<file path="config.mk">
export PLATFORM = sky130hd
export DESIGN_NAME = program_sequencer
export DESIGN_NICKNAME = d
export VERILOG_FILES = /design/src/rtl/pc_pkg.sv /design/src/rtl/ras_stack.sv /design/src/rtl/program_sequencer.sv
export SDC_FILE = /design/constraint.sdc
export NUM_CORES = 1
export LEC_CHECK = 0
export CORE_UTILIZATION = 40
export CTS_CLUSTER_DIAMETER = 100
export DETAILED_ROUTE_END_ITERATION = 10
export DONT_BUFFER_PORTS = 1
export GPL_TIMING_DRIVEN = 0
export PLACE_DENSITY = 0.65
export SETUP_SLACK_MARGIN = 0.15
export SYNTH_ARGS = -nofsm -noshare
export SYNTH_HDL_FRONTEND = slang
export SYNTH_SLANG_ARGS = --single-unit
</file>
<file path="constraint.sdc">
create_clock -name clk -period 6.6 [get_ports clk]
set_input_delay 1.32 -clock clk [delete_from_list [all_inputs] [get_ports clk]]
set_output_delay 1.32 -clock clk [all_outputs]
set_load 0.01 [all_outputs]
</file>
<file path="src/rtl/pc_pkg.sv">
// Shared opcode encoding and default parameter values for the program sequencer.
package pc_pkg;

    typedef enum logic [2:0] {
        OP_HOLD   = 3'd0,
        OP_NEXT   = 3'd1,
        OP_JUMP   = 3'd2,
        OP_BRANCH = 3'd3,
        OP_CALL   = 3'd4,
        OP_RET    = 3'd5
    } pc_op_e;

    localparam int DEF_WIDTH        = 32;
    localparam int DEF_INC          = 4;
    localparam int DEF_RESET_VECTOR = 0;
    localparam int DEF_RAS_DEPTH    = 8;

endpackage

</file>
<file path="src/rtl/ras_stack.sv">
// Circular return-address stack: a push onto a full stack overwrites the oldest entry.
module ras_stack #(
    parameter  int WIDTH     = 32,
    parameter  int RAS_DEPTH = 8,
    localparam int CW        = $clog2(RAS_DEPTH + 1),
    localparam int PW        = $clog2(RAS_DEPTH)
) (
    input  logic             clk,
    input  logic             rst_n_a,
    input  logic             en,
    input  logic             push,
    input  logic             pop,
    input  logic [WIDTH-1:0] din,
    output logic [WIDTH-1:0] dout,
    output logic [CW-1:0]    count,
    output logic             full,
    output logic             empty,
    output logic             ovf,
    output logic             unf
);

    logic [WIDTH-1:0] mem [RAS_DEPTH];
    logic [PW-1:0]    top_reg, top_next;
    logic [CW-1:0]    count_reg, count_next;
    logic [PW-1:0]    wr_ptr;

    assign full   = (count_reg == CW'(RAS_DEPTH));
    assign empty  = (count_reg == '0);
    assign count  = count_reg;
    // Top of stack is read straight from storage so a RET right after a CALL sees the new entry.
    assign dout   = mem[top_reg];
    // The pointer is a power-of-two width, so incrementing wraps around the ring for free.
    assign wr_ptr = top_reg + 1'b1;
    assign ovf    = en & push & full;
    assign unf    = en & pop & ~push & empty;

    // Pointer and occupancy update; count saturates on overflow, pop on empty is ignored.
    always_comb begin
        top_next   = top_reg;
        count_next = count_reg;
        if (en && push) begin
            top_next = wr_ptr;
            if (!full) begin
                count_next = count_reg + 1'b1;
            end
        end else if (en && pop && !empty) begin
            top_next   = top_reg - 1'b1;
            count_next = count_reg - 1'b1;
        end
    end

    // Pointer/count registers; storage contents are left untouched by reset.
    always_ff @(posedge clk) begin
        if (!rst_n_a) begin
            top_reg   <= '0;
            count_reg <= '0;
        end else begin
            top_reg   <= top_next;
            count_reg <= count_next;
        end
    end

    // Storage write port.
    always_ff @(posedge clk) begin
        if (en && push) begin
            mem[wr_ptr] <= din;
        end
    end

endmodule

</file>
<file path="src/rtl/program_sequencer.sv">
// Fetch-address sequencer: opcode mux, PC register, return-address stack and sticky errors.
module program_sequencer
    import pc_pkg::*;
#(
    parameter  int               WIDTH        = DEF_WIDTH,
    parameter  int               INC          = DEF_INC,
    parameter  logic [WIDTH-1:0] RESET_VECTOR = WIDTH'(DEF_RESET_VECTOR),
    parameter  int               RAS_DEPTH    = DEF_RAS_DEPTH,
    localparam int               CW           = $clog2(RAS_DEPTH + 1)
) (
    input  logic             clk,
    input  logic             rst_n_a,
    input  logic             stall,
    input  logic [2:0]       op,
    input  logic [WIDTH-1:0] target,
    input  logic [WIDTH-1:0] offset,
    input  logic             err_clr,
    output logic [WIDTH-1:0] pc,
    output logic [CW-1:0]    ras_count,
    output logic             ras_full,
    output logic             ras_empty,
    output logic             ovf_err,
    output logic             unf_err
);

    logic [WIDTH-1:0] pc_reg, pc_next;
    logic [WIDTH-1:0] pc_inc;
    logic [WIDTH-1:0] ras_dout;
    logic             ras_push, ras_pop;
    logic             ras_ovf, ras_unf;
    logic             ovf_err_reg, ovf_err_next;
    logic             unf_err_reg, unf_err_next;
    pc_op_e           op_e;

    assign op_e    = pc_op_e'(op);
    assign pc_inc  = pc_reg + WIDTH'(INC);
    assign pc      = pc_reg;
    assign ovf_err = ovf_err_reg;
    assign unf_err = unf_err_reg;

    ras_stack #(
        .WIDTH     (WIDTH),
        .RAS_DEPTH (RAS_DEPTH)
    ) u_ras (
        .clk     (clk),
        .rst_n_a (rst_n_a),
        .en      (~stall),
        .push    (ras_push),
        .pop     (ras_pop),
        .din     (pc_inc),
        .dout    (ras_dout),
        .count   (ras_count),
        .full    (ras_full),
        .empty   (ras_empty),
        .ovf     (ras_ovf),
        .unf     (ras_unf)
    );

    // Opcode mux; unused codes fall through to hold, and a stall freezes the PC.
    always_comb begin
        pc_next  = pc_reg;
        ras_push = 1'b0;
        ras_pop  = 1'b0;
        case (op_e)
            OP_NEXT:   pc_next = pc_inc;
            OP_JUMP:   pc_next = target;
            OP_BRANCH: pc_next = pc_reg + offset;
            OP_CALL: begin
                ras_push = 1'b1;
                pc_next  = target;
            end
            OP_RET: begin
                ras_pop = 1'b1;
                pc_next = ras_empty ? pc_inc : ras_dout;
            end
            default:   pc_next = pc_reg;
        endcase
        if (stall) begin
            pc_next = pc_reg;
        end
    end

    // Sticky error flags: a new event wins over a simultaneous clear.
    always_comb begin
        ovf_err_next = ovf_err_reg;
        unf_err_next = unf_err_reg;
        if (err_clr) begin
            ovf_err_next = 1'b0;
            unf_err_next = 1'b0;
        end
        if (ras_ovf) begin
            ovf_err_next = 1'b1;
        end
        if (ras_unf) begin
            unf_err_next = 1'b1;
        end
    end

    // PC and error-flag registers.
    always_ff @(posedge clk) begin
        if (!rst_n_a) begin
            pc_reg      <= RESET_VECTOR;
            ovf_err_reg <= 1'b0;
            unf_err_reg <= 1'b0;
        end else begin
            pc_reg      <= pc_next;
            ovf_err_reg <= ovf_err_next;
            unf_err_reg <= unf_err_next;
        end
    end

endmodule

</file>
==> flow_summary.toml, run 1 <==
[clocking]
cts-resized-gates = 0
numCtsBuffers = 30
cts_hold_buf = 0
clk_latency_ns = 0.55
clkTransAtPathRegs_ns = 0.06
cts.sinks = 300
htree_levels = 1
clockBufferDepth = 3
cts_root_buf = "clkbuf_16"
cts_tree = "built"
postCtsSetupBuffers = 0

[synth]
ys_async_sr_fraction = 0
yosysSeqAreaShare = 0.593
synthCells = 1037
synth_warnings = 0
syn_area_um2 = 14400
synth_flop_cell = "edfxtp_1"
synthDistinctLibCells = 73
syn_nets = 1146
ys_ff_latch = 300
avgSynthCellArea_um2 = 13.9
synth_edf_count = 256

[global_route]
antenna_found_initial = 10
grt_pass1_wl_um = 60000
gr-total-overflow = 0
first_global_vias = 9286
grt.total_usage = 0.223
grt_max_degree = 19

[sta]
clock.fmax_mhz = 255
finalCritPeriodShare = 0.595
finalWorstSetupSlack_ns = 2.67
timing_hold_violations_final = 0
finalMaxSlewViolations = 0
setup_violations = 0
finalCriticalPeriod_ns = 3.93
relSlewSlack = 0.230
fin_worst_skew_ns = 0.0109
tns_ns = 0
tightest_slew_ns = 1.14
rsz0062_at_grt = "no"

[floorplanning]
num_io_pins = 111
core_area_um2 = 35600
dieArea_um2 = 36900
start_util = 0.406
die_h_um = 192
die_x_um = 192
row_count = 69

[critical_path]
crit_chain = "clkbuf_1 -> nor3_1 -> inv_1 -> or2_2 -> nor3_2 -> buf_6 -> buf_4"
critPathLaunchType = "primary input"
required_ns = 6.85
slowest_stage = "nor3_2"
endpoint_kind = "flip-flop"
path_class = "in -> reg"
path_max_fanout = 9
crit_arrival_ns = 4.17
slowest_delay_ns = 0.82

[finish]
largest_reg_flops = 256
regArea_um2 = 8570
final_common_cell = "edfxtp_1"
final_cell_mix = "edfxtp_1 (256), a21oi_1 (68), mux4_2 (64)"
synthToLayoutAreaGrowth_pct = 13.3
final_layout_size_suffix_gt1_frac = 0.157
multi_input_area_um2 = 5620
final_nets = 1191
nFillCells = 3147

[power]
p_switching_mw = 1.07
p_comb_frac = 0.102
seqPwrFrac = 0.490
pwr-share-clk = 0.408
power.leakage_nw = 5.47
vdd_ir_drop_max_mv = 0.188
p_int_mw = 3.32
sw_frac_of_total = 0.243
power_density_nw_per_um2 = 268

[placement]
routabilityCongestion = 0.948
hpwl_um = 29400
numPortBuffers = 0
place_ws_ns = 2.10

[routing]
drt_iter0_drc = 998
wl_per_cell_um = 25.9
route.detailed.drc = 0
via_per_inst = 6.01
antenna_left = 0
num_vias = 9446
wl_um = 40800
drt-pass1-iter-count = 7

[run]
cap_viol_max_count = 0

[outcome]
status = "finished, final reports clean"

[worst_hold_path]
hold_class = "reg -> reg"
-- routing by layer --
layer / GRT usage / part of all wire
met5: 0 / 0.0013
met4: 0.0684 / 0.027
met3: 0.0561 / 0.085
met2: 0.363 / 0.48
met1: 0.293 / 0.41
-- power groups by stage --
stage | clock network [mW] | registers (mW) | logic (mW)
2_1_floorplan | 0 | 2.17 | 0.326
3_3_place_gp | 0 | 2.19 | 0.430
6_report | 1.79 | 2.15 | 0.450
3_5_place_dp | 0 | 2.19 | 0.442
4_1_cts | 1.81 | 2.15 | 0.444
5_1_grt | 1.88 | 2.15 | 0.494
-- layout make-up --
| cell class | instances | share of cell area |
|---|---|---|
| sequential | 300 | 0.524 |
| multi-input combinational | 661 | 0.343 |
| clock buffer | 36 | 0.0510 |
| tap | 461 | 0.0352 |
| buffer | 57 | 0.0151 |
| clock inverter | 20 | 0.0134 |
| timing repair buffer | 13 | 0.0133 |
| inverter | 19 | 0.00436 |
| antenna | 5 | 0.000765 |
-- path summary, 6_finish.rpt --
kind | start | to | slack (ns) | depth (start not counted)
setup / recovery | op[0] | u_ras.mem[1][16] | 2.67 | 7
hold / removal | unf_err | unf_err | 0.54 | 2
setup reg to reg | u_ras.count[3] | pc[11] | 3.12 | 8
hold reg to reg | unf_err | unf_err | 0.54 | 2
-- critical path: cells and delay by family --
kind	cells	cell delay (ns)
buffers and inverters	4	1.00
AND/OR/NAND/NOR	3	1.84
-- Yosys cell counts, drive strengths merged, types with 3 or more instances --
master     n  area, µm²
a21o      15        113
o221ai    10       87.6
nor3      22        121
inv       19       71.3
nand2b     5       31.3
a31oi     12       75.1
a221oi    17        149
mux4      64       1440
edfxtp   256       7690
clkbuf    36        135
nor4       3       25.0
o21ai     52        264
xnor2     31        272
nand3     23        128
dfxtp     44        881
or3        5       31.3
o2bb2ai    4       35.0
ha        36        450
nand4     10       77.6
nor2b     10       70.1
o221a      4       45.0
a21oi     69        349
nand2     52        195
o21a      11       82.6
and4       6       57.6
o211a      6       60.1
a211oi    13        108
nor2      63        236
buf       21        113
xor2      24        210
o211ai     6       45.0
and3      12       75.1
mux2i     37        370
o41ai      3       26.3
a211o      6       52.6
-- metrics by stage --
stage	hold WS [ns]	util	power (mW)	area (µm²)	std cells
2_1_floorplan	0.493	-	2.50	14400	1037
3_3_place_gp	0.520	0.422	2.62	15000	1498
6_report	0.543	0.460	4.39	16400	1572
4_1_cts	0.540	0.460	4.40	16400	1567
5_1_grt	0.570	0.460	4.53	16400	1569
3_5_place_dp	0.530	0.430	2.63	15300	1511
-- kinds of logic after synthesis --
family                     count (synthesis)  share of synthesized area
AOI/OAI and AO/OA                        245                      0.113
muxes                                    102                      0.126
buffers and inverters                     76                     0.0221
DFF                                      300                      0.593
xor gates and xnor gates                  55                     0.0333
adders and majority gates                 38                     0.0339
and+or+nand+nor                          221                     0.0783
Power figures use the tool's default switching activity.
==> run 2: changes to the inputs <==
Settings changed: ABC_AREA set to 1, PLACE_DENSITY 0.65 to 0.67.
Clock period 6.6 ns to 3.5 ns, I/O delays scaled along.
==> run 2 against run 1 <==
  * Clock-buffer cell count is 2 lower
  * Synthesized cell count is 79% higher
  * Global-route usage increased by 2.8 points
  * Core utilization shrank 0.24 points
  * First-iteration DRC count up 42%
  * Power increased by 90%
  * Die area is 10% higher
  * Design area increased by 9.1%
  * Clock power rose by 87%
  * Combinational power up 110%
  * Sequential power rose by 88%
  * Critical endpoint is now pc[12]
  * Largest cell class unchanged
==> flow_summary.toml, run 2 <==
[clocking]
cts_tree = "built"
clk_latency_ns = 0.56
cts_hold_buf = 0
postCtsSetupBuffers = 0
clockBufferDepth = 3
cts_root_buf = "clkbuf_16"
cts-resized-gates = 0
clkTransAtPathRegs_ns = 0.07
numCtsBuffers = 28
cts.sinks = 300
htree_levels = 1

[sta]
finalCriticalPeriod_ns = 2.87
finalCritPeriodShare = 0.819
timing_hold_violations_final = 0
finalMaxSlewViolations = 0
tns_ns = 0
fin_worst_skew_ns = 0.0162
relSlewSlack = 0.450
clock.fmax_mhz = 349
rsz0062_at_grt = "no"
setup_violations = 0
tightest_slew_ns = 0.822

[floorplanning]
row_count = 72
start_util = 0.409
core_area_um2 = 39000
die_h_um = 202
die_x_um = 202
num_io_pins = 111
dieArea_um2 = 40700

[finish]
final_layout_size_suffix_gt1_frac = 0.0911
multi_input_area_um2 = 6290
final_cell_mix = "nand2_1 (522), edfxtp_1 (256), inv_1 (205)"
final_common_cell = "nand2_1"
nFillCells = 3678
fin_util = 0.458
regArea_um2 = 8570
largest_reg_flops = 256
synthToLayoutAreaGrowth_pct = 11.8
final_nets = 2008

[synth]
syn_area_um2 = 16000
synth_top_cell_area_share = 0.482
synthCells = 1861
synth_warnings = 0
synth_flop_cell = "edfxtp_1"
yosysSeqAreaShare = 0.537
ys_async_sr_fraction = 0
syn_nets = 1970
ys_top_cells_by_area = "edfxtp_1 (48%), nand2_1 (12%), dfxtp_1 (5.5%)"
synth_common_cells = "nand2_1 (522), edfxtp_1 (256), inv_1 (205)"
synth.most_common_cell = "nand2_1"
synthDistinctLibCells = 55
avgSynthCellArea_um2 = 8.58
yosysTopAreaCell = "edfxtp_1"
synth_edf_count = 256
ys_ff_latch = 300

[critical_path]
worst-path-buf-inv = 1
r2r_setup_slack_ns = 0.63
endpoint_kind = "flip-flop"
worst-r2r-cell-count = 8
path_class = "reg -> reg"
path_max_fanout = 9
reg2reg_from = "pc[2]"
slowest_delay_ns = 0.66
r2r_end = "pc[12]"
cpMostUsedCell = "a21oi_1"
crit_arrival_ns = 3.36
critPathLaunchType = "flip-flop"
cp_top_family = "XOR/XNOR gates"
slowest_stage = "xor2_1"
required_ns = 3.99
crit_chain = "ha_1 -> nand3_2 -> inv_2 -> nand2_2 -> nor2_2 -> xor2_1 -> a21oi_1 -> a21oi_1"

[worst_hold_path]
hold_class = "in -> reg"
min_from = "rst_n_a"
min_path_cells = 2
min_to = "pc[1]"

[placement]
hpwl_um = 37600
numPortBuffers = 0
routabilityCongestion = 0.958

[routing]
drt-pass1-iter-count = 6
wl_um = 51000
num_vias = 13339
drt_iter0_drc = 1416
antenna_left = 0
wl_per_cell_um = 20.9
via_per_inst = 5.47
route.detailed.drc = 0

[global_route]
first_global_vias = 13078
grt_max_degree = 26
gr-total-overflow = 0
grt.total_usage = 0.251
antenna_found_initial = 2
grt_pass1_wl_um = 77600

[run]
cap_viol_max_count = 0

[outcome]
status = "finished, final reports clean"

[power]
power.leakage_nw = 7.29
vdd_ir_drop_max_mv = 0.366
power_density_nw_per_um2 = 467
run 2: power breakdown:
part | switching, mW | total, mW | internal [mW]
sequential | 0.105 | 4.05 | 3.94
combinational | 0.682 | 0.960 | 0.278
clock | 1.34 | 3.34 | 2.00
run 2: per-stage QoR:
stage	setup slack [ns]	hold WS (ns)	std cells	total power, mW	instance area, µm²
6_report	0.632	0.291	2440	8.34	17900
5_1_grt	0.475	0.293	2439	8.60	17900
4_1_cts	0.722	0.278	2438	8.34	17800
3_5_place_dp	0.614	0.512	2387	5.06	16800
3_3_place_gp	-1.39	0.511	2379	5.04	16600
2_1_floorplan	0.360	0.474	1861	4.73	16000
run 2: cell families (layout without fill, tap and decap cells):
| logic type | after synthesis | in the layout | share of synthesized area |
|---|---|---|---|
| xor+xnor | 17 | 17 | 0.00933 |
| fa+ha+maj | 38 | 38 | 0.0307 |
| other cells | 0 | 2 | 0 |
| simple gates | 940 | 940 | 0.252 |
| flops | 300 | 300 | 0.537 |
| buf+inv | 286 | 345 | 0.0729 |
| compound gates | 280 | 280 | 0.0985 |
run 2: layout make-up:
type | instances | share of cell area
plain buffers | 70 | 0.0198
clock inverters | 17 | 0.0137
flip-flops and latches | 300 | 0.480
multi-input cells | 1275 | 0.352
clock buffers | 34 | 0.0428
diodes | 2 | 0.000280
inverters | 216 | 0.0454
well taps | 518 | 0.0363
repair buffers | 8 | 0.00939
run 2: layer usage:
metal | up-vias | wire length (µm) | global-route usage
met5 | - | 0 | 0
met4 | 0 | 1940 | 0.101
met3 | 98 | 4410 | 0.0360
met2 | 663 | 24400 | 0.432
met1 | 6274 | 20200 | 0.317
li1 | 6304 | - | -
run 2: worst max path at each step:
stage	startpoint	end	slack (ns)	depth (start not counted)
finish	pc[2]	pc[12]	0.63	8
global route	pc[2]	pc[12]	0.47	8
CTS	pc[2]	pc[12]	0.72	8
detailed placement	op[2]	u_ras.mem[1][1]	0.61	7
global placement	op[2]	u_ras.mem[2][10]	-1.39	6
floorplan	op[2]	u_ras.mem[0][0]	0.36	6
